$ cat src/rtl/align_shift2048_if.sv
// Word-stream handshake bundle for align_shift2048: an upstream input stream and a
// downstream output stream, each with its own valid/ready pair.
interface align_shift2048_if #(
   parameter int DW = 32
);
   logic          iValid;
   logic [DW-1:0] iData;
   logic          oReady;
   logic          oValid;
   logic [DW-1:0] oData;
   logic          iReady;

   modport master (output iValid, iData, iReady, input oReady, oValid, oData);
   modport slave  (input iValid, iData, iReady, output oReady, oValid, oData);
endinterface

$ cat src/rtl/align_shift2048.sv
// Streaming 2048-bit left shifter (64 x 32-bit words, LSW first) that MSB-aligns the divisor.
// Define LENGTH_CHECK_EN to treat a negative length difference as zero shift and flag oError.
module align_shift2048 #(
   parameter int WORDS = 64,
   parameter int DW    = 32
) (
   input  logic                iClk,
   input  logic                iRstn,
   input  logic                iStart,
   input  logic [11:0]         iLength,
   align_shift2048_if.slave    bus,
   output logic                oBusy,
   output logic                oFinish,
   output logic                oError
);

   typedef enum logic [2:0] {IDLE, ZERO, SHIFT, DISCARD, DONE} state_t;

   localparam logic [6:0] LAST = 7'(WORDS - 1);

   state_t        state, stateNext;
   logic [5:0]    ws;
   logic [4:0]    bs;
   logic [DW-1:0] carry;
   logic [6:0]    k;
   logic [5:0]    dropCnt;
   logic          validQ;
   logic [DW-1:0] dataQ;
   logic [10:0]   lenEff;
   logic          canLoad, readyInt, startAcc, loadZero, loadShift, dropWord, finish;
   logic [DW-1:0] shiftWord, carryNext;

`ifdef LENGTH_CHECK_EN
   assign lenEff = iLength[11] ? 11'd0 : iLength[10:0];

   always_ff @(posedge iClk or negedge iRstn) begin
      if (!iRstn) oError <= 1'b0;
      else        oError <= startAcc && iLength[11];
   end
`else
   logic unusedLenMsb;
   assign unusedLenMsb = iLength[11];
   assign lenEff       = iLength[10:0];
   assign oError       = 1'b0;
`endif

   assign canLoad    = !validQ || bus.iReady;
   assign shiftWord  = (bus.iData << bs) | carry;
   // A zero bit shift has no spill-over into the next word.
   assign carryNext  = (bs == 5'd0) ? '0 : (bus.iData >> (6'd32 - {1'b0, bs}));
   assign bus.oReady = readyInt;
   assign bus.oValid = validQ;
   assign bus.oData  = dataQ;

   always_ff @(posedge iClk or negedge iRstn) begin
      if (!iRstn) state <= IDLE;
      else        state <= stateNext;
   end

   always_comb begin
      stateNext = state;
      readyInt  = 1'b0;
      startAcc  = 1'b0;
      loadZero  = 1'b0;
      loadShift = 1'b0;
      dropWord  = 1'b0;
      finish    = 1'b0;
      case (state)
         IDLE: begin
            if (iStart) begin
               startAcc  = 1'b1;
               stateNext = (lenEff[10:5] != 6'd0) ? ZERO : SHIFT;
            end
         end
         ZERO: begin
            if (canLoad) begin
               loadZero = 1'b1;
               if (k == {1'b0, ws - 6'd1}) stateNext = SHIFT;
            end
         end
         SHIFT: begin
            readyInt = canLoad;
            if (bus.iValid && canLoad) begin
               loadShift = 1'b1;
               if (k == LAST) stateNext = (ws != 6'd0) ? DISCARD : DONE;
            end
         end
         // The top ws input words would land above bit 2047; swallow them.
         DISCARD: begin
            readyInt = 1'b1;
            if (bus.iValid) begin
               dropWord = 1'b1;
               if (dropCnt == ws - 6'd1) stateNext = DONE;
            end
         end
         DONE: begin
            if (canLoad) begin
               finish    = 1'b1;
               stateNext = IDLE;
            end
         end
         default: stateNext = IDLE;
      endcase
   end

   always_ff @(posedge iClk or negedge iRstn) begin
      if (!iRstn) begin
         ws      <= '0;
         bs      <= '0;
         carry   <= '0;
         k       <= '0;
         dropCnt <= '0;
         validQ  <= 1'b0;
         dataQ   <= '0;
         oBusy   <= 1'b0;
         oFinish <= 1'b0;
      end else begin
         oFinish <= finish;
         if (startAcc) begin
            ws      <= lenEff[10:5];
            bs      <= lenEff[4:0];
            carry   <= '0;
            k       <= '0;
            dropCnt <= '0;
            oBusy   <= 1'b1;
         end else if (finish) begin
            oBusy <= 1'b0;
         end
         if (loadZero) begin
            dataQ  <= '0;
            validQ <= 1'b1;
            k      <= k + 7'd1;
         end else if (loadShift) begin
            dataQ  <= shiftWord;
            carry  <= carryNext;
            validQ <= 1'b1;
            k      <= k + 7'd1;
         end else if (validQ && bus.iReady) begin
            validQ <= 1'b0;
         end
         if (dropWord) dropCnt <= dropCnt + 6'd1;
      end
   end

endmodule

$ cat src/flat_wrapper.sv
// flat-port wrapper written by rule: the top's interface ports become plain ports
module align_shift2048_flat 
#(
   parameter int WORDS = 64,
   parameter int DW    = 32
)
  (iClk, iRstn, iStart, iLength, oBusy, oFinish, oError, bus_iValid, bus_iData, bus_iReady, bus_oReady, bus_oValid, bus_oData);
  align_shift2048_if #(.DW(DW)) bus_i ();
  input  logic iClk;
  input  logic iRstn;
  input  logic iStart;
  input  logic [11:0] iLength;
  output logic oBusy;
  output logic oFinish;
  output logic oError;
  input wire logic [$bits(bus_i.iValid)-1:0] bus_iValid;
  input wire logic [$bits(bus_i.iData)-1:0] bus_iData;
  input wire logic [$bits(bus_i.iReady)-1:0] bus_iReady;
  output wire logic [$bits(bus_i.oReady)-1:0] bus_oReady;
  output wire logic [$bits(bus_i.oValid)-1:0] bus_oValid;
  output wire logic [$bits(bus_i.oData)-1:0] bus_oData;
  assign bus_i.iValid = bus_iValid;
  assign bus_i.iData = bus_iData;
  assign bus_i.iReady = bus_iReady;
  assign bus_oReady = bus_i.oReady;
  assign bus_oValid = bus_i.oValid;
  assign bus_oData = bus_i.oData;
  align_shift2048 #(.WORDS(WORDS), .DW(DW)) u_core (.iClk(iClk), .iRstn(iRstn), .iStart(iStart), .iLength(iLength), .bus(bus_i), .oBusy(oBusy), .oFinish(oFinish), .oError(oError));
endmodule
$ cat config.mk
export PLATFORM = sky130hd
export DESIGN_NAME = align_shift2048_flat
export DESIGN_NICKNAME = d
export VERILOG_FILES = /design/src/rtl/align_shift2048_if.sv /design/src/rtl/align_shift2048.sv /design/src/flat_wrapper.sv
export SDC_FILE = /design/constraint.sdc
export NUM_CORES = 1
export LEC_CHECK = 0
export BUFFER_PORTS_ARGS = -buffer_cell sky130_fd_sc_hd__buf_2
export CAP_MARGIN = 15
export CORE_MARGIN = 2
export CORE_UTILIZATION = 45
export DETAILED_ROUTE_END_ITERATION = 16
export GPL_TIMING_DRIVEN = 0
export HOLD_SLACK_MARGIN = 0.12
export SYNTH_ARGS = -nofsm -noshare
export SYNTH_HDL_FRONTEND = slang
export SYNTH_SLANG_ARGS = --single-unit
$ cat constraint.sdc
create_clock -name iClk -period 3.8 [get_ports iClk]
set_input_delay 0 -clock iClk [delete_from_list [all_inputs] [get_ports iClk]]
set_output_delay 0 -clock iClk [all_outputs]
set_load 0.005 [all_outputs]
* Word level (Yosys, flattened, before mapping)
Index checks and enable logic that the tools add are counted.
** Cells by class
- Eq/ne operators :: 15
- Shifts and indexed selects :: 2
- $add $sub $neg :: 4
- Multiplexer cells :: 37
- Reductions and logical operators :: 14
- Bitwise logic cells :: 1
** Operators by type and width (count)
- 32-bit 2-to-1 mux :: 6
- 32-bit OR :: 1
- 32-bit by 5-bit left shift with 32-bit output :: 1
- 32-bit by 6-bit >> shifter with 32-bit output :: 1
- 3-bit 2-to-1 mux :: 9
- 7-bit 2-to-1 mux :: 3
- 3-bit case mux with 5 select lines :: 1
- 1-bit 2-to-1 mux :: 14
- 6-bit 2-to-1 mux :: 2
- 2-bit by 1-bit inequality test with 1-bit output (second input constant) :: 6
- 6-bit nonzero test :: 2
- 8-bit AND reduction :: 1
- 7-bit by 1-bit adder with 7-bit output (second input constant) :: 1
- 7-bit by 6-bit equality test with 1-bit output :: 1
- 7-bit by 6-bit equality test with 1-bit output (second input constant) :: 1
- 6-bit by 1-bit adder with 6-bit output (second input constant) :: 1
- 3-bit by 2-bit equality test with 1-bit output (second input constant) :: 2
- 6-bit equality test :: 1
- 2-bit nonzero test :: 3
- 3-bit nonzero test :: 2
- 6-bit by 1-bit subtractor with 6-bit output (second input constant) :: 1
- 6-bit by 5-bit subtractor with 6-bit output (first input constant) :: 1
- 5-bit zero test :: 1
- 2-bit inequality test (second input constant) :: 2
- other kinds (8) :: 9
** Word-level totals
- Output and inout bits :: 37
- Input bits :: 49
- Flip-flop bits (word level) :: 94
- Word-level logic and storage cells :: 83

* Depth between registers and ports, before layout
Gate-level depths: netlist of run 1.
- Depth in word-level cells :: 7
- Depth in mapped cells :: 14
- Mapped depth without buffers :: 8

* Least setup slack after synthesis of run 1
No wires, ideal clock.
- Kind :: register -> register
- From :: register u_core.bs[0]
- To :: register u_core.carry[3]
- Clock period less this slack :: 2.833 ns
- Cell stages (with the launch flop) :: 14
- Path slack :: 0.967 ns
- Arrival :: 2.707 ns
- Path buffers :: 6
- Cell sequence :: dfrtp_1 buf_6 buf_6 inv_1 buf_4 buf_4 ha_1 buf_2 buf_1 mux2i_1 mux2i_1 a211oi_1 nor3_1 a221o_1
** On the way
- Word-level cells in the longest chain between the ends :: 5
** RTL lines
- start, declared :: line align_shift2048.sv:23 : logic [4:0] bs;
- start signal, assigned :: line align_shift2048.sv:121 : bs <= lenEff[4:0];
- 6-bit by 5-bit subtractor with 6-bit output :: line align_shift2048.sv:50 : assign carryNext = (bs == 5'd0) ? '0 : (bus.iData >> (6'd32 - {1'b0, bs}));
- 32-bit by 6-bit >> shifter with 32-bit output :: line align_shift2048.sv:50
- 32-bit 2-to-1 mux (*) :: line align_shift2048.sv:50
- 32-bit 2-to-1 mux (*) :: line align_shift2048.sv:133 : end else if (loadShift) begin
- 32-bit 2-to-1 mux (*) :: line align_shift2048.sv:129 : if (loadZero) begin
- end signal, assigned :: line align_shift2048.sv:135 : carry <= carryNext;
- end, declared :: line align_shift2048.sv:24 : logic [DW-1:0] carry;
Every way passes the cells marked *; elsewhere a longest branch is shown, timed or not.
A chain may end at the register's enable or synchronous reset.

* Worst setup path after layout of run 1
Same ends and word-level chain as after synthesis.

==> results of run 1 <==
[cell type report]
class,count,area (µm²)
Tap cell,216,270
Clock inverter,7,90.1
Clock buffer,9,225
Multi-Input combinational cell,606,4550
Fill cell,1485,7380
Sequential cell,94,2350
Inverter,8,30.0
Timing Repair Buffer,98,586
Buffer,62,350
[per-stage QoR]
step	hold WS [ns]	utilization [%]	instances
final	0.203	53.4	1100
after global routing	0.250	53.4	1100
after CTS	0.187	53.4	1100
after detailed placement	-0.0855	50.5	1070
after global placement	0.213	50.3	1069
after floorplan	-0.296	-	770
[logic make-up after synthesis]
family | after synthesis | synth area share (%)
simple gates | 260 | 16.1
compound gates | 207 | 19.0
mux | 111 | 23.3
flops | 94 | 32.3
buf+inv | 70 | 5.23
xor+xnor | 21 | 2.91
fa+ha+maj | 6 | 1.03
other cells | 1 | 0.0515
[path summary, 6_finish.rpt]
path	depth (start not counted)	slack, ns	to	from
max	12	0.24	u_core.carry[3]	u_core.bs[0]
min	3	0.20	u_core.k[4]	iRstn
max reg2reg	12	0.24	u_core.carry[3]	u_core.bs[0]
min reg2reg	2	0.47	u_core.bus.oData[24]	u_core.bus.oData[24]
max in group asynchronous	3	2.24	u_core.bs[2]	iRstn
min in group iClk	4	0.21	u_core.bus.oValid	bus_iReady
[worst max-delay path: stages (launching register included)]
cell and delay [ns]:
dfrtp_1 0.37, buf_6 0.14, buf_6 0.16, inv_1 0.09, buf_4 0.22, buf_4 0.24
ha_1 0.31, buf_2 0.24, buf_1 0.30, nor3b_1 0.65, mux2i_1 0.31, a21oi_1 0.28
a221o_1 0.17
[per-layer routing]
| layer | vias up | part of all wire [%] |
|---|---|---|
| met5 | - | 0 |
| met4 | 0 | 2.8 |
| met3 | 46 | 8.6 |
| met2 | 384 | 43 |
| met1 | 3370 | 46 |
| li1 | 3085 | - |
[power by group through the flow]
| stage | logic (mW) | registers, mW | clock network, mW |
|---|---|---|---|
| floorplan | 4.31 | 1.53 | 0 |
| global placement | 5.95 | 1.59 | 0 |
| detailed placement | 6.01 | 1.60 | 0 |
| CTS | 6.05 | 1.58 | 0.969 |
| global route | 6.62 | 1.62 | 1.01 |
| finish | 6.20 | 1.59 | 0.955 |
[sequential cells by signal (all words and copies together), names as in the netlist]
signal and cells:
u_core.ws 6, u_core.bus.oData 32, u_core.state 3, u_core.bus.oValid 1, u_core.carry 32, u_core.bs 5, u_core.dropCnt 6, u_core.oFinish 1
u_core.k 7, u_core.oBusy 1
[cell usage after synthesis (all sizes together), types with 6 or more instances]
cell type  instances
a22o              13
nor3              14
dfrtp             94
buf               40
mux4              43
a31oi              9
a221o              7
nand3              7
a22oi              8
mux2i             57
mux2              11
a21oi             35
nor2              46
xor2               9
o21ai             70
nand2            144
and3              10
a211oi            19
ha                 6
xnor2             10
inv                7
and2              11
clkbuf            22
==> key figures, run 1 <==
Pwr
  – Logic pwr share: 70.9%
  – Switching Share: 51.5%
  – Reg power frac: 18.1%
  – Clock power share: 10.9%
  – Worst IR drop on VDD: 503 µV
  – Leakage: 3.77 nW
  – Power Dens Cells: 1030 mW/mm²
  – Total power: 8.74 mW
  – P_sw: 4.50 mW
  – Int Pwr: 4.24 mW

Global routing
  – Met3 Use GR: 4.24%
  – Total global-route track usage: 28.5%
  – Number of global-route vias before repair: 6446
  – Initial antenna violation count: 0
  – GRT overflow: 0
  – Top Usage Layer GRT: met2
  – M2 GR Usage: 42.9%
  – M1 GR Usage: 42.9%
  – First-pass GRT wire length: 38700 µm
  – Largest net degree at the start of global routing: 76

Synth
  – Post-synthesis sequential area ratio: 32.3%
  – Synth area leaders: dfrtp_1 32%, mux4_2 13%, mux2i_1 7.6%
  – Cell variety after synth: 76
  – Synth Flop Type: dfrtp_1
  – Post-Syn Nets: 825
  – Area leader, netlist: dfrtp_1
  – Cell Area, Synth: 0.00728 mm²
  – Share of the synthesized area in the top cell type: 32.3%
  – Syn Inst Count: 770
  – Synth Area per Inst: 9.45 µm²
  – EDFF count, synth: 0
  – Synth warnings: 0
  – Seq cells post-synth: 94
  – Asr flop ratio synth: 100%

Routing
  – DR iter-0 viols: 692
  – Routed Antenna Nets: 0
  – Remaining DRCs: 0
  – Vias: 6885
  – Avg WL per Cell: 22.5 µm
  – DRT Wirelength: 24800 µm
  – Initial DRT Pass Iterations: 5
  – Via density: 6.26

Worst setup path
  – Crit path DAT: 3.85 ns
  – WS Path Type: flop to flop
  – WP data required: 4.09 ns
  – CP max FO: 10
  – Critical Path End Type: flop
  – CP startpoint kind: flop

Finish
  – Ant. Diodes: 0
  – Share of layout cells above drive strength 1: 23.6%
  – Area delta synth->final: 16.1%
  – Post-route cell area: 0.00845 mm²
  – Commonest non-fill, non-tap cells in the layout: 144 x nand2_1, 107 x buf_2, 94 x dfrtp_1, 57 x o21ai_0, 55 x mux2i_1
  – Final #Nets: 934
  – Commonest non-fill, non-tap cell in the layout: nand2_1

STA
  – Max_slew headroom: 32.7%
  – Max Fclk: 281 MHz
  – Worst setup margin: 0.241 ns
  – RSZ-0062 raised after global routing: false
  – Post-route minimum period: 3.56 ns
  – Worst Clk Skew: 0.00720 ns
  – # setup viols final: 0
  – Worst-Margin Slew: 1.01 ns
  – Final Hold Fails: 0
  – Final Cycle Share: 93.7%
  – Final number of max-transition violations: 0
  – Setup TNS: 0 ns

Flow run
  – Max Cap Viol: 0

CTS
  – Clock Sink Count: 94
  – Setup repair bufs after CTS: 0
  – Hold_buf cts: 14
  – Root Buffer: clkbuf_16
  – Cts bufs inserted: 9
  – CTS max path bufs: 2
  – Later-pin clock latency in the skew report: 0.35 ns
  – Post-CTS sizing: 0
  – CTS tree: done
  – CTS clock-pin slew for the worst setup and hold paths: 0.07 ns
  – H-Tree Depth: 3

Placed design
  – Cell Area, Placed: 0.00799 mm²
  – Post-Place Setup Slack: 0.348 ns
  – IO buf count: 83
  – Hpwl dp: 19400 µm
  – GP Congestion: 0.979

Floorplan
  – Die W: 131 µm
  – Height of the chip: 131 µm
  – Ports: 86
  – Initial core utilization: 46.0%
  – Die area: 0.0172 mm²
  – Core Area: 0.0158 mm²
  – FP Rows: 46

Run status
  – Outcome: finished, final reports clean

Worst hold path
  – Worst hold-check path type: input port to asynchronous set/reset pin
No activity file was read; power rests on OpenSTA's default activity.
==> run 2: changes to the inputs <==
Settings changed: REMOVE_ABC_BUFFERS from default to 1.
==> run 2 against run 1 <==
Global-route usage decreased by 2.1 points. Worst setup slack got worse by 0.18 ns. Combinational power decreased by 3.9%. Flip-flop and latch count unchanged. Clock skew increased by 0.0031 ns. Largest cell class unchanged.
==> key figures, run 2 (synthesis results as in run 1) <==
Run status
  – Outcome: finished, final reports clean

CTS
  – Root Buffer: clkbuf_16
  – CTS max path bufs: 2 (unchanged)
  – CTS clock-pin slew for the worst setup and hold paths: 0.07 ns (about the same)
  – H-Tree Depth: 3 (unchanged)
  – Later-pin clock latency in the skew report: 0.35 ns (about the same)
  – Clock Sink Count: 94 (unchanged)
  – CTS tree: done
  – Cts bufs inserted: 9 (unchanged)

Floorplan
  – Height of the chip: 131 µm (unchanged)
  – Die W: 131 µm (unchanged)
  – FP Rows: 46 (unchanged)
  – Initial core utilization: 46.0% (unchanged)
  – Core Area: 0.0158 mm² (unchanged)
  – Die area: 0.0172 mm² (unchanged)
  – Ports: 86 (unchanged)

Routing
  – Vias: 6681 (-3.0%)
  – DR iter-0 viols: 912 (+32%)
  – Routed Antenna Nets: 0 (unchanged)
  – Remaining DRCs: 0 (unchanged)
  – Via density: 6.36 (+1.6%)
  – Avg WL per Cell: 21.9 µm (-2.8%)
  – Initial DRT Pass Iterations: 5 (unchanged)
  – DRT Wirelength: 23000 µm (-7.1%)

Global routing
  – Largest net degree at the start of global routing: 54 (-29%)
  – First-pass GRT wire length: 35800 µm (-7.3%)
  – Total global-route track usage: 26.4% (-2.1 points)
  – Initial antenna violation count: 0 (unchanged)
  – M2 GR Usage: 41.7% (-1.2 points)
  – GRT overflow: 0 (unchanged)
  – Top Usage Layer GRT: met2
  – M1 GR Usage: 37.7% (-5.2 points)
  – Number of global-route vias before repair: 6255 (-3.0%)
  – Met3 Use GR: 4.78% (+0.54 points)

Finish
  – Final #Nets: 885 (-5.2%)
  – Share of layout cells above drive strength 1: 23.6% (-0.050 points)
  – Fin cells: 1051 (-4.5%)
  – Ant. Diodes: 0 (unchanged)
  – Area delta synth->final: 15.3%
  – Commonest non-fill, non-tap cell in the layout: nand2_1
  – Commonest non-fill, non-tap cells in the layout: 144 x nand2_1, 91 x dfrtp_1, 82 x buf_2, 57 x o21ai_0, 55 x mux2i_1

STA
  – Max Fclk: 268 MHz (-4.8%)
  – Worst-Margin Slew: 1.17 ns (+0.167 ns)
  – Final Hold Fails: 0 (unchanged)
  – Worst hold margin: 0.166 ns (-0.0369 ns)
  – Final number of max-transition violations: 0 (unchanged)
  – Final Cycle Share: 98.4% (+4.7 points)
  – Max_slew headroom: 21.7% (-11 points)
  – Post-route minimum period: 3.74 ns (+0.179 ns)
  – # setup viols final: 0 (unchanged)
  – RSZ-0062 raised after global routing: false
  – Worst setup margin: 0.0626 ns (-0.179 ns)
  – Worst Clk Skew: 0.0103 ns (+0.00308 ns)

Worst setup path
  – Crit-path cells: clkinvlp_4, ha_1, nor3_2, nand2b_1, a211oi_1, a221o_1
  – Critical path's slowest cell: dfrtp_1
  – Worst R2R Path Depth: 6 (-6)
  – CP max FO: 21 (+11)
  – Critical Path End Type: flop
  – Largest delay share family, worst path: flip-flops
  – Crit path DAT: 4.02 ns (+0.17 ns)
  – CP startpoint kind: flop
  – Crit path depth: 6 (-6)
  – CP Buf/Inv Count: 1 (-6)
  – WP data required: 4.08 ns (about the same)
  – CP peak stage delay: 0.98 ns (+0.33 ns)
  – WS Path Type: flop to flop

Placed design
  – Placed Cells: 1018 (-4.9%)
  – Hpwl dp: 16600 µm (-14%)
  – IO buf count: 83 (unchanged)
  – GP Congestion: 0.937 (-4.3%)
  – Post-Place Setup Slack: -0.791 ns (-1.14 ns)

Pwr
  – Leakage: 3.68 nW (-2.4%)
  – Int Pwr: 4.29 mW (+1.2%)
  – Switching Share: 50.3% (-1.2 points)
  – Reg power frac: 20.7% (+2.6 points)
  – Worst IR drop on VDD: 732 µV (+46%)
  – Logic pwr share: 68.9% (-2.0 points)
  – P_sw: 4.35 mW (-3.3%)
  – Clock power share: 10.3% (-0.6 points)
  – Power Dens Cells: 1030 mW/mm² (-0.47%)

Worst hold path
  – Hold Path Stages: 4
  – Worst hold-check path type: input port to flop

Flow run
  – Max Cap Viol: 0 (unchanged)
[run 2: worst min-delay path: stages]
cell	delay, ns
buf_2	0.12
nor3b_1	0.18
nand2_1	0.10
o21ai_0	0.07
[run 2: cell type report]
cell class | count | area [µm²]
clock buffers | 9 | 225
inverters | 8 | 37.5
multi-input cells | 606 | 4630
flip-flops and latches | 94 | 2360
well taps | 216 | 270
fillers | 1473 | 7430
repair buffers | 110 | 805
repair inverters | 1 | 5.00
clock inverters | 7 | 66.3
[run 2: per-stage QoR]
stage / total power, mW / setup TNS (ns) / cell area (µm²) / utilization [%]
4_1_cts: 8.49 / 0 / 8360 / 52.8
6_report: 8.64 / 0 / 8390 / 53.0
3_5_place_dp: 7.48 / -16.84 / 7890 / 49.8
3_3_place_gp: 7.11 / -146.17 / 7610 / 48.1
2_1_floorplan: 5.60 / -70.42 / 6930 / -
5_1_grt: 9.15 / 0 / 8390 / 53.0
[run 2: timing repair]
action / CTS / global route
endpoints found under the setup margin: 32 / 10
gates cloned: 1 / 0
resized for setup: 4 / 2
endpoints found under the hold margin: 106 / 0
pin swaps: 0 / 0
hold buffers: 13 / 0
buffers inserted: 1 / 1
[run 2: power by group through the flow]
stage	registers, mW	clock network (mW)	logic (mW)
2_1_floorplan	1.82	0	3.78
3_3_place_gp	1.94	0	5.17
3_5_place_dp	1.87	0	5.62
4_1_cts	1.81	0.916	5.77
5_1_grt	1.84	0.947	6.36
6_report	1.79	0.893	5.96
[run 2: path summary, 6_finish.rpt]
kind / startpoint / slack, ns / end
setup / recovery: u_core.bs[4] / 0.06 / u_core.carry[0]
hold / removal: bus_iData[31] / 0.17 / u_core.carry[31]
setup reg to reg: u_core.bs[4] / 0.06 / u_core.carry[0]
hold reg to reg: u_core.bus.oData[5] / 0.46 / u_core.bus.oData[5]
max in group asynchronous: iRstn / 2.97 / u_core.carry[23]
min in group asynchronous: iRstn / 0.18 / u_core.state[0]
[run 2: per-layer routing]
layer  part of all wire (%)  up-vias
met1                     44     3321
li1                       -     3000
met4                    2.3        0
met5                      0        -
met3                    7.7       31
met2                     46      329
==> run 3: changes to the inputs <==
Settings changed: RECOVER_POWER from default to 100.
==> run 3 against run 2 <==
The flow now finishes with violations (max-capacitance violations, max-slew violations). Worst setup slack better by 0.017 ns. Total power down 1.4%. Largest power group unchanged. Critical endpoint unchanged. Via count up 0.15%. Flip-flop and latch count unchanged. Non-clock buffer count unchanged. Cell count unchanged. Sequential share of layout area up 0.27 points. Design area down 0.95%. Register-to-register slack better by 0.02 ns. Highest routed layer unchanged.
==> key figures, run 3 (synthesis results as in run 1) <==
Run status
  – Outcome: complete, but fails checks
  – Failing checks: max-capacitance violations, max-slew violations

Finish
  – Util after Layout: 52.5% (-0.51 points)
  – Area delta synth->final: 14.2%
  – Ant. Diodes: 0 (unchanged)
  – Post-route cell area: 0.00831 mm² (-0.95%)
  – Final #Nets: 885 (unchanged)
  – Share of layout cells above drive strength 1: 20.4% (-3.2 points)
  – Commonest non-fill, non-tap cell in the layout: nand2_1
  – Fin cells: 1051 (unchanged)
  – Commonest non-fill, non-tap cells in the layout: 144 x nand2_1, 91 x dfrtp_1, 67 x o21ai_0, 63 x buf_2, 56 x mux2i_1

CTS
  – CTS tree: done
  – Root Buffer: clkbuf_16
  – Later-pin clock latency in the skew report: 0.35 ns (about the same)
  – H-Tree Depth: 3 (unchanged)
  – Clock Sink Count: 94 (unchanged)
  – Cts bufs inserted: 9 (unchanged)
  – CTS max path bufs: 2 (unchanged)
  – CTS clock-pin slew for the worst setup and hold paths: 0.07 ns (about the same)

Routing
  – Avg WL per Cell: 22.0 µm (+0.40%)
  – Routed Antenna Nets: 0 (unchanged)
  – DRT Wirelength: 23100 µm (+0.40%)
  – Vias: 6691 (+0.15%)
  – Via density: 6.37 (+0.15%)
  – DR iter-0 viols: 868 (-4.8%)
  – Remaining DRCs: 0 (unchanged)
  – Initial DRT Pass Iterations: 6 (+1)

STA
  – Worst Clk Skew: 0.0111 ns (+0.000777 ns)
  – RSZ-0062 raised after global routing: false
  – # setup viols final: 0 (unchanged)
  – Final Hold Fails: 0 (unchanged)
  – Worst-Margin Slew: 2.38 ns (+1.21 ns)
  – Final number of max-transition violations: 55 (+55)
  – Final Cycle Share: 97.9% (-0.44 points)
  – Post-route minimum period: 3.72 ns (-0.0169 ns)
  – Max_slew headroom: -58.9% (-81 points)
  – Worst setup margin: 0.0795 ns (+0.0169 ns)
  – Max Fclk: 269 MHz (+0.45%)

Floorplan
  – Ports: 86 (unchanged)
  – Height of the chip: 131 µm (unchanged)
  – FP Rows: 46 (unchanged)
  – Initial core utilization: 46.0% (unchanged)
  – Core Area: 0.0158 mm² (unchanged)
  – Die W: 131 µm (unchanged)
  – Die area: 0.0172 mm² (unchanged)

Global routing
  – First-pass GRT wire length: 35800 µm (unchanged)
  – Number of global-route vias before repair: 6255 (unchanged)
  – Largest net degree at the start of global routing: 54 (unchanged)
  – Total global-route track usage: 26.4% (unchanged)
  – Initial antenna violation count: 0 (unchanged)
  – GRT overflow: 0 (unchanged)

Placed design
  – IO buf count: 83 (unchanged)
  – Placed Cells: 1018 (unchanged)
  – Cell Area, Placed: 0.00789 mm² (unchanged)
  – Post-Place Setup Slack: -0.791 ns (unchanged)
  – Hpwl dp: 16600 µm (unchanged)
  – GP Congestion: 0.937 (unchanged)

Worst setup path
  – Crit path DAT: 4.00 ns (-0.02 ns)
  – Critical Path End Type: flop
  – CP startpoint kind: flop
  – CP max FO: 21 (unchanged)
  – WS Path Type: flop to flop
  – WP data required: 4.08 ns (about the same)

Pwr
  – Power Dens Cells: 1020 mW/mm² (-0.48%)
  – Worst IR drop on VDD: 711 µV (-2.9%)
  – Leakage: 3.59 nW (-2.5%)

Flow run
  – Max Cap Viol: 2 (+2)

Worst hold path
  – Worst hold-check path type: input port to flop
-- run 3: metal layers --
| metal | wire (µm) | track usage, % | up-vias |
|---|---|---|---|
| met3 | 1970 | 4.78 | 31 |
| met4 | 539 | 7.25 | 0 |
| li1 | - | - | 2998 |
| met1 | 9920 | 37.7 | 3321 |
| met2 | 10700 | 41.7 | 341 |
| met5 | 0 | 0 | - |
-- run 3: power breakdown --
part	total (mW)	switching, mW	internal [mW]	leakage (nW)
registers	1.79	0.457	1.34	1.26
clock network	0.892	0.432	0.460	0.144
logic	5.83	3.42	2.41	2.19
total	8.52	4.31	4.21	3.59
-- run 3: final cells by class --
type                       instances  area, µm²
sequential                        94       2360
fill                            1491       7510
tap                              216        270
clock inverter                     7       66.3
inverter                           8       37.5
clock buffer                       9        225
timing repair buffer             110        769
multi-input combinational        606       4580
timing repair inverter             1       5.00
-- run 3: final timing paths --
check | startpoint | endpoint | slack, ns | cells past startpoint
max in group asynchronous | iRstn | u_core.bs[0] | 1.21 | 2
min in group asynchronous | iRstn | u_core.state[0] | 0.91 | 2
setup / recovery | u_core.bs[4] | u_core.carry[0] | 0.08 | 6
hold reg to reg | u_core.bus.oData[5] | u_core.bus.oData[5] | 0.47 | 2
setup reg to reg | u_core.bs[4] | u_core.carry[0] | 0.08 | 6
hold / removal | bus_iData[31] | u_core.carry[31] | 0.16 | 4
-- run 3: timing repair --
item | CTS | global route
hold buffers | 13 | 0
resized for setup | 4 | 2
setup buffers | 1 | 1
setup endpoints to repair | 32 | 10
endpoints found under the hold margin | 106 | 0
cloned | 1 | 0
-- run 3: critical path: stages (launching register included) --
cell        delay (ns)
dfrtp_1           0.99
clkinvlp_4        0.68
ha_1              0.42
nor3_2            0.22
nand2b_1          0.51
a211oi_1          0.63
a221o_1           0.19
-- run 3: metrics by stage --
| stage | power (mW) | hold WS (ns) | setup TNS, ns |
|---|---|---|---|
| detailed placement | 7.48 | 0.0327 | -16.84 |
| global placement | 7.11 | 0.202 | -146.17 |
| finish | 8.52 | 0.163 | 0 |
| global route | 9.02 | 0.168 | 0 |
| floorplan | 5.60 | -0.296 | -70.42 |
| CTS | 8.49 | 0.144 | 0 |
